`config.mk`:
```
export PLATFORM = sky130hd
export DESIGN_NAME = spi_par_receiver
export DESIGN_NICKNAME = d
export VERILOG_FILES = /design/src/rtl/spi_pkg.sv /design/src/rtl/synchronizer.sv /design/src/rtl/spi_par_receiver.sv
export SDC_FILE = /design/constraint.sdc
export NUM_CORES = 1
export LEC_CHECK = 0
export BUFFER_PORTS_ARGS = -buffer_cell sky130_fd_sc_hd__buf_2
export CAP_MARGIN = 20
export CORE_UTILIZATION = 51
export DETAILED_ROUTE_END_ITERATION = 10
export PLACE_DENSITY = 0.75
export SKIP_CTS_REPAIR_TIMING = 1
export SLEW_MARGIN = 5
export SYNTH_ARGS = -nofsm -noshare
export SYNTH_HDL_FRONTEND = slang
export SYNTH_SLANG_ARGS = --single-unit
```
`constraint.sdc`:
```
create_clock -name clk_in -period 1.8 [get_ports clk_in]
set_input_delay 0.09 -clock clk_in [delete_from_list [all_inputs] [get_ports clk_in]]
set_output_delay 0.09 -clock clk_in [all_outputs]
set_load 0.01 [all_outputs]
```
`src/rtl/spi_pkg.sv`:
```
// Shared SPI definitions: default bus geometry and the receive FSM states.
package spi_pkg;

    localparam int unsigned DATA_WIDTH_DEF = 16;
    localparam int unsigned LINES_DEF      = 6;

    typedef enum logic {
        StIdle,
        StRecv
    } spi_state_e;

endpackage

```
`src/rtl/synchronizer.sv`:
```
// Multi-flop single-bit synchronizer with a configurable reset value.
module synchronizer #(
    parameter int unsigned DEPTH     = 2,
    parameter logic        RESET_VAL = 1'b0
) (
    input  logic clk_in,
    input  logic rst_in,
    input  logic d_in,
    output logic q_out
);

    logic [DEPTH-1:0] stage_q;

    always_ff @(posedge clk_in or negedge rst_in) begin
        if (!rst_in) begin
            stage_q <= {DEPTH{RESET_VAL}};
        end else begin
            stage_q[0] <= d_in;
            for (int i = 1; i < DEPTH; i++) begin
                stage_q[i] <= stage_q[i-1];
            end
        end
    end

    assign q_out = stage_q[DEPTH-1];

endmodule

```
`src/rtl/spi_par_receiver.sv`:
```
// Multi-line SPI receiver: every line shifts one pixel word MSB first on the
// rising chip clock while chip select is low.
module spi_par_receiver
    import spi_pkg::*;
#(
    parameter int unsigned DATA_WIDTH  = DATA_WIDTH_DEF,
    parameter int unsigned LINES       = LINES_DEF,
    parameter int unsigned SYNC_STAGES = 2
) (
    input  logic                                clk_in,
    input  logic                                rst_in,
    input  logic [LINES-1:0]                    chip_data_in,
    input  logic                                chip_clk_in,
    input  logic                                chip_sel_in,
    output logic [LINES-1:0][DATA_WIDTH-1:0]    data_out,
    output logic                                data_valid_out,
    output logic                                frame_err_out,
    output logic [15:0]                         word_count_out
);

    localparam int unsigned CntW  = $clog2(DATA_WIDTH + 1);
    localparam int unsigned FillW = $clog2(SYNC_STAGES + 1);
    localparam logic [CntW-1:0]  LastBit  = CntW'(DATA_WIDTH - 1);
    localparam logic [FillW-1:0] FillDone = FillW'(SYNC_STAGES);

    logic [LINES-1:0] data_s;
    logic             clk_s;
    logic             sel_s;

    for (genvar i = 0; i < LINES; i++) begin : g_sync_data
        synchronizer #(
            .DEPTH     (SYNC_STAGES),
            .RESET_VAL (1'b0)
        ) u_sync_data (
            .clk_in (clk_in),
            .rst_in (rst_in),
            .d_in   (chip_data_in[i]),
            .q_out  (data_s[i])
        );
    end

    synchronizer #(
        .DEPTH     (SYNC_STAGES),
        .RESET_VAL (1'b0)
    ) u_sync_clk (
        .clk_in (clk_in),
        .rst_in (rst_in),
        .d_in   (chip_clk_in),
        .q_out  (clk_s)
    );

    synchronizer #(
        .DEPTH     (SYNC_STAGES),
        .RESET_VAL (1'b1)
    ) u_sync_sel (
        .clk_in (clk_in),
        .rst_in (rst_in),
        .d_in   (chip_sel_in),
        .q_out  (sel_s)
    );

    spi_state_e                      state_q, state_d;
    logic                            clk_prev_q;
    logic [LINES-1:0][DATA_WIDTH-1:0] shift_q, shift_d;
    logic [LINES-1:0][DATA_WIDTH-1:0] data_q, data_d;
    logic [CntW-1:0]                 bit_cnt_q, bit_cnt_d;
    logic                            valid_q, valid_d;
    logic                            ferr_q, ferr_d;
    logic [15:0]                     word_count_q, word_count_d;
    logic [FillW-1:0]                fill_q, fill_d;
    logic                            armed_q, armed_d;
    logic                            clk_rise;

    assign clk_rise = clk_s & ~clk_prev_q;

    always_comb begin
        state_d      = state_q;
        shift_d      = shift_q;
        data_d       = data_q;
        bit_cnt_d    = bit_cnt_q;
        valid_d      = 1'b0;
        ferr_d       = 1'b0;
        word_count_d = word_count_q;
        fill_d       = fill_q;
        armed_d      = armed_q;

        // Until the select synchronizer has flushed its reset value, a high
        // select is not genuine; arming only on a real high select keeps a
        // transfer already in progress at reset release from being joined.
        if (fill_q != FillDone) begin
            fill_d = fill_q + 1'b1;
        end else if (sel_s) begin
            armed_d = 1'b1;
        end

        case (state_q)
            StIdle: begin
                if (armed_q && !sel_s) begin
                    state_d   = StRecv;
                    bit_cnt_d = '0;
                end
            end
            StRecv: begin
                if (sel_s) begin
                    state_d   = StIdle;
                    bit_cnt_d = '0;
                    ferr_d    = (bit_cnt_q != '0);
                end else if (clk_rise) begin
                    for (int i = 0; i < LINES; i++) begin
                        shift_d[i] = {shift_q[i][DATA_WIDTH-2:0], data_s[i]};
                    end
                    if (bit_cnt_q == LastBit) begin
                        data_d       = shift_d;
                        valid_d      = 1'b1;
                        word_count_d = word_count_q + 16'd1;
                        bit_cnt_d    = '0;
                    end else begin
                        bit_cnt_d = bit_cnt_q + 1'b1;
                    end
                end
            end
            default: state_d = StIdle;
        endcase
    end

    always_ff @(posedge clk_in or negedge rst_in) begin
        if (!rst_in) begin
            state_q      <= StIdle;
            clk_prev_q   <= 1'b0;
            shift_q      <= '0;
            data_q       <= '0;
            bit_cnt_q    <= '0;
            valid_q      <= 1'b0;
            ferr_q       <= 1'b0;
            word_count_q <= '0;
            fill_q       <= '0;
            armed_q      <= 1'b0;
        end else begin
            state_q      <= state_d;
            clk_prev_q   <= clk_s;
            shift_q      <= shift_d;
            data_q       <= data_d;
            bit_cnt_q    <= bit_cnt_d;
            valid_q      <= valid_d;
            ferr_q       <= ferr_d;
            word_count_q <= word_count_d;
            fill_q       <= fill_d;
            armed_q      <= armed_d;
        end
    end

    assign data_out       = data_q;
    assign data_valid_out = valid_q;
    assign frame_err_out  = ferr_q;
    assign word_count_out = word_count_q;

endmodule
```
# After elaboration in Yosys (flattened, before gate mapping)
# Cells that the tools add are included.
[word_totals]
in_bits = 10
memories = 0
latchBits = 0
ramBits = 0
output_inout_bits = 114
rom_bits = 0
regBits = 230
[classes]
n_addsub = 3
shift = 0
muxes = 14
n_mul = 0
bitwise = 5
reduce_logical = 7
n_lt_le_gt_ge = 0
n_div = 0
n_eq_ne = 4
[op_table]
columns = ["op", "count"]
rows = [
  ["$mux W5", 4],
  ["$add A16 B1 Y16 const B", 1],
  ["$pmux W5 S2", 1],
  ["$mux W1", 8],
  ["$add A5 B1 Y5 const B", 1],
  ["$eq A5 B4 Y1 const B", 1],
  ["$reduce_bool A5 Y1", 1],
  ["$ne A2 B2 Y1 const B", 2],
  ["$not A1 Y1", 4],
  ["$reduce_and A2 Y1", 2],
  ["$reduce_and A4 Y1", 1],
  ["$ne A3 B1 Y1 const B", 1],
  ["$reduce_and A3 Y1", 1],
  ["$add A2 B1 Y2 const B", 1],
  ["$pmux W1 S2", 1],
  ["$and A1 B1 Y1", 1],
  ["$logic_and A1 B1 Y1", 1],
  ["$logic_not A1 Y1", 1],
]

# Longest topological paths before layout
[logic_depth]
word_depth = 5
ltp_mapped = 8
depth_no_buf = 5

# Modules after synthesis
# Synthesis repeated with hierarchy kept, for this count alone.
[hier_totals]
cells_unflattened = 702
area_unflattened_um2 = 8647.0
[by_module_without_submodules]
columns = ["module", "cells_per_inst", "seq_area_each_um2", "area_per_inst_um2", "instances"]
rows = [
  ["spi_par_receiver", 686, 5355.1, 8244.2, 1],
  ["synchronizer (g_sync_data[0].u_sync_data ...)", 2, 50.0, 50.0, 7],
  ["synchronizer (u_sync_sel)", 2, 52.6, 52.6, 1],
]

# Worst setup path before layout
# OpenSTA, ideal clock, no wires.
[synth_path]
path_type = "reg-to-reg"
startpoint = "register bit_cnt_q[0]"
endpoint = "register data_q, in the netlist data_out[0]"
t_required_ps = 1675
arrival_time_ps = 1677
setup_slack_ps = -2
path_buffers = 3
path_stages_with_launch = 8
setup_time_ps = 125
path_cell_list = "dfrtp_1 ha_1 and4b_1 and2_1 buf_4 buf_8 buf_6 mux2_4"
[synth_via]
elab_chain_len = 2
[synth_rtl]
columns = ["element", "line", "rtl"]
rows = [
  ["start, declared", "spi_par_receiver.sv:66", "logic [CntW-1:0] bit_cnt_q, bit_cnt_d;"],
  ["start signal, assigned", "spi_par_receiver.sv:143", "bit_cnt_q <= bit_cnt_d;"],
  ["$eq A5 B4 Y1", "spi_par_receiver.sv:112", "if (bit_cnt_q == LastBit) begin"],
  ["$reduce_and A4 Y1 (no line)", "-", ""],
  ["end signal, assigned", "spi_par_receiver.sv:142", "data_q <= data_d;"],
  ["end, declared", "spi_par_receiver.sv:65", "logic [LINES-1:0][DATA_WIDTH-1:0] data_q, data_d;"],
]
# No other way between the ends.
# A chain may end at the register's enable or synchronous reset.

# Worst setup path after layout
[layout_path]
startpoint = "register bit_cnt_q[0]"
endpoint = "register data_q, in the netlist data_out[67]"
# The elaborated chain is that of the path after synthesis.

==> flow_summary.ini <==
[detailed_routing]
vias = 4720
drtIter0Drc = 234
drt_drc_violations_left = 0
post_drt_wl_per_cell_microns = 17.7
avgViaCountPerCell = 5.11
drt-total-wl_microns = 16300
firstDrtPassIters = 4
antenna_left = 0

[grt]
antenna_found_initial = 0
grt_pass1_vias = 5083
grt_remaining_overflow = 0
grt_max_degree = 63
grt_use_total_pct = 18.6
grt_pass1_wl_microns = 26700

[finish]
multi_input_area_sq_um = 2880
syn2layout_area_growth_pct = 23.5
fill_cells = 1210
regArea_sq_um = 5760
diodes = 0
nets = 700
drive_gt1_share_pct = 55.2

[pwr]
p_per_area_nw_per_um2 = 1030
vdd_ir_drop_max_v = 0.000691
finalPower_mw = 11.2
p_leak_nw = 5.70

[timing]
rsz0062_at_grt = yes
slew_headroom_pct = 63.2
postLayoutSetupSlackWorst_ns = 0.0146
worst_pin_slew_ns = 0.553
fmax_ghz = 0.560
min_period_ns = 1.79
fin_worst_skew_ns = 0.0166
finalHoldViolCount = 0
period_share_pct = 99.2
setup-violations-final = 0
slew_viol_final = 0

[critical_path]
critPathKind = reg2reg
r2r_slack_ns = 0.01
critPathMaxStageDelay_ns = 0.40
cp-end-kind = flip-flop
worstPathMaxFanout = 7
worstPathCellList = ha_4 -> and4b_1 -> and2_4 -> buf_4 -> clkbuf_16 -> mux2_2
required_ns = 2.18
arrival_ns = 2.17
startpoint = bit_cnt_q[0]$_DFFE_PN0P_
reg2reg_depth = 6
timing.rr.end = data_out[67]$_DFFE_PN0P_
endpoint = data_out[67]$_DFFE_PN0P_
rr_startpoint = bit_cnt_q[0]$_DFFE_PN0P_
critPathLaunchType = flip-flop
cp_slowest_cell = dfrtp_1

[place]
dp_hpwl_microns = 10300
place.gp.congestion = 0.759
dp_slack_ns = -0.00252
port_buffers = 123

[synth]
synth_most_common_cell = dfrtp_1
synth.top_cells.by_area = dfrtp_1 (65%), mux2_2 (16%), mux2_4 (11%)
synth_top_area_share_pct = 64.8
synth_area_leader_cell = dfrtp_1
netlist_area_sq_um = 8800
postSynthCellCount = 519
synthTopCellsByCount = dfrtp_1 (228), mux2_2 (123), mux2_4 (64), buf_2 (13), nor2_1 (13)
synth_edf_count = 0
synthDistinctLibCells = 34
yosysWarningCount = 0
async_reset_ff_share_pct = 100
ys.flop_type = dfrtp_1
synth.ff_latch_count = 230
synth.avg_cell_area_sq_um = 17.0
ys_seq_area_share_pct = 65.4
syn_nets = 533

[floorplanning]
dieArea_sq_um = 17800
die_h_microns = 133
floorplan.initialDensity_pct = 52.7
rows = 47
core_sq_um = 16700
io_pins = 124
die_w_microns = 133

[clock_network]
cts_htree_levels = 1
clock_latency_ns = 0.50
clockBufferDepth = 3
cts_inserted_buffers = 24
clk_root_buffer_cell = clkbuf_16
path_clk_slew_ns = 0.06
cts_sinks = 230
cts_tree = yes

[run_status]
status = complete, no violations

[min_path]
min_path_type = in2async

[flow_run]
maxCapViolations = 0
[worst max-delay path: cells and delay by family, from the launching register on]
family,cells,cell delay [ns]
flops,1,0.40
fa+ha+maj,1,0.18
simple gates,2,0.44
buf+inv,2,0.32
mux,1,0.32
[power breakdown]
part,switching (mW),total (mW),internal (mW),leakage [nW]
sequential,0.187,5.61,5.42,3.12
clock,1.91,5.12,3.20,0.418
combinational,0.226,0.487,0.261,2.16
[final cells by class]
| class | instances | share of cell area [%] |
|---|---|---|
| Clock buffer | 35 | 6.65 |
| Clock inverter | 8 | 1.06 |
| Multi-Input combinational cell | 261 | 26.5 |
| Tap cell | 220 | 2.53 |
| Inverter | 7 | 0.242 |
| Sequential cell | 230 | 52.9 |
| Timing Repair Buffer | 162 | 10.1 |
[cell usage in the layout, fill, tap and decap left out, types with 9 or more instances in the layout]
master	netlist	layout
nor2_1	13	13
xnor2_1	10	10
mux2_4	64	64
buf_4	1	18
dlygate4sd3_1	0	9
mux2_2	123	123
clkbuf_16	0	27
buf_12	0	9
dfrtp_1	228	228
buf_2	13	122
[layer usage]
metal / part of all wire [%] / global-route usage, % / wire length (microns)
met1: 44 / 24.8 / 7190
met2: 50 / 30.9 / 8200
met5: 0 / 0 / 0
met4: 1.6 / 5.18 / 263
met3: 4.3 / 3.92 / 695
[sequential cells by signal, indices dropped and copies added (netlist names), 2 cells and up]
| signal | flops |
|---|---|
| bit_cnt_q | 5 |
| data_out | 96 |
| fill_q | 2 |
| g_sync_data.u_sync_data.stage_q | 12 |
| shift_q | 90 |
| u_sync_clk.stage_q | 2 |
| u_sync_sel.stage_q | 2 |
| word_count_out | 16 |
[how the worst min path moves through the flow]
stage | from | to | slack (ns) | cells after the start
floorplan | rst_in | armed_q$_DFFE_PN0P_ | -0.21 | 0
global placement | rst_in | g_sync_data[3].u_sync_data.stage_q[0]$_DFF_PN0_ | 0.01 | 1
detailed placement | rst_in | shift_q[52]$_DFFE_PN0P_ | 0.02 | 1
CTS | rst_in | shift_q[54]$_DFFE_PN0P_ | -0.50 | 1
global route | rst_in | shift_q[72]$_DFFE_PN0P_ | 0.12 | 2
finish | rst_in | g_sync_data[3].u_sync_data.stage_q[1]$_DFF_PN0_ | 0.09 | 2
[stage by stage]
stage                     cell area [sq um]  instances  hold slack, ns  utilization [%]  setup TNS (ns)
final                                 10900        923          0.0882             65.1               0
after global routing                  10900        923           0.117             65.1          -0.354
after CTS                             10600        904          -0.502             63.7          -0.226
after detailed placement               9800        861          0.0232             58.7        -0.00289
after global placement                 9800        861          0.0144             58.7               0
after floorplan                        8810        519          -0.206                -               0
[cell families after synthesis]
family / count (synthesis) / synth area share (%)
multiplexers: 187 / 26.6
AO/OA/AOI/OAI: 9 / 0.711
AND/OR/NAND/NOR: 43 / 2.76
XOR/XNOR: 17 / 1.69
flip-flops: 230 / 65.4
adder cells (fa/ha/maj): 4 / 0.568
buffers and inverters: 29 / 2.23
(Power assumes the default switching activity.)
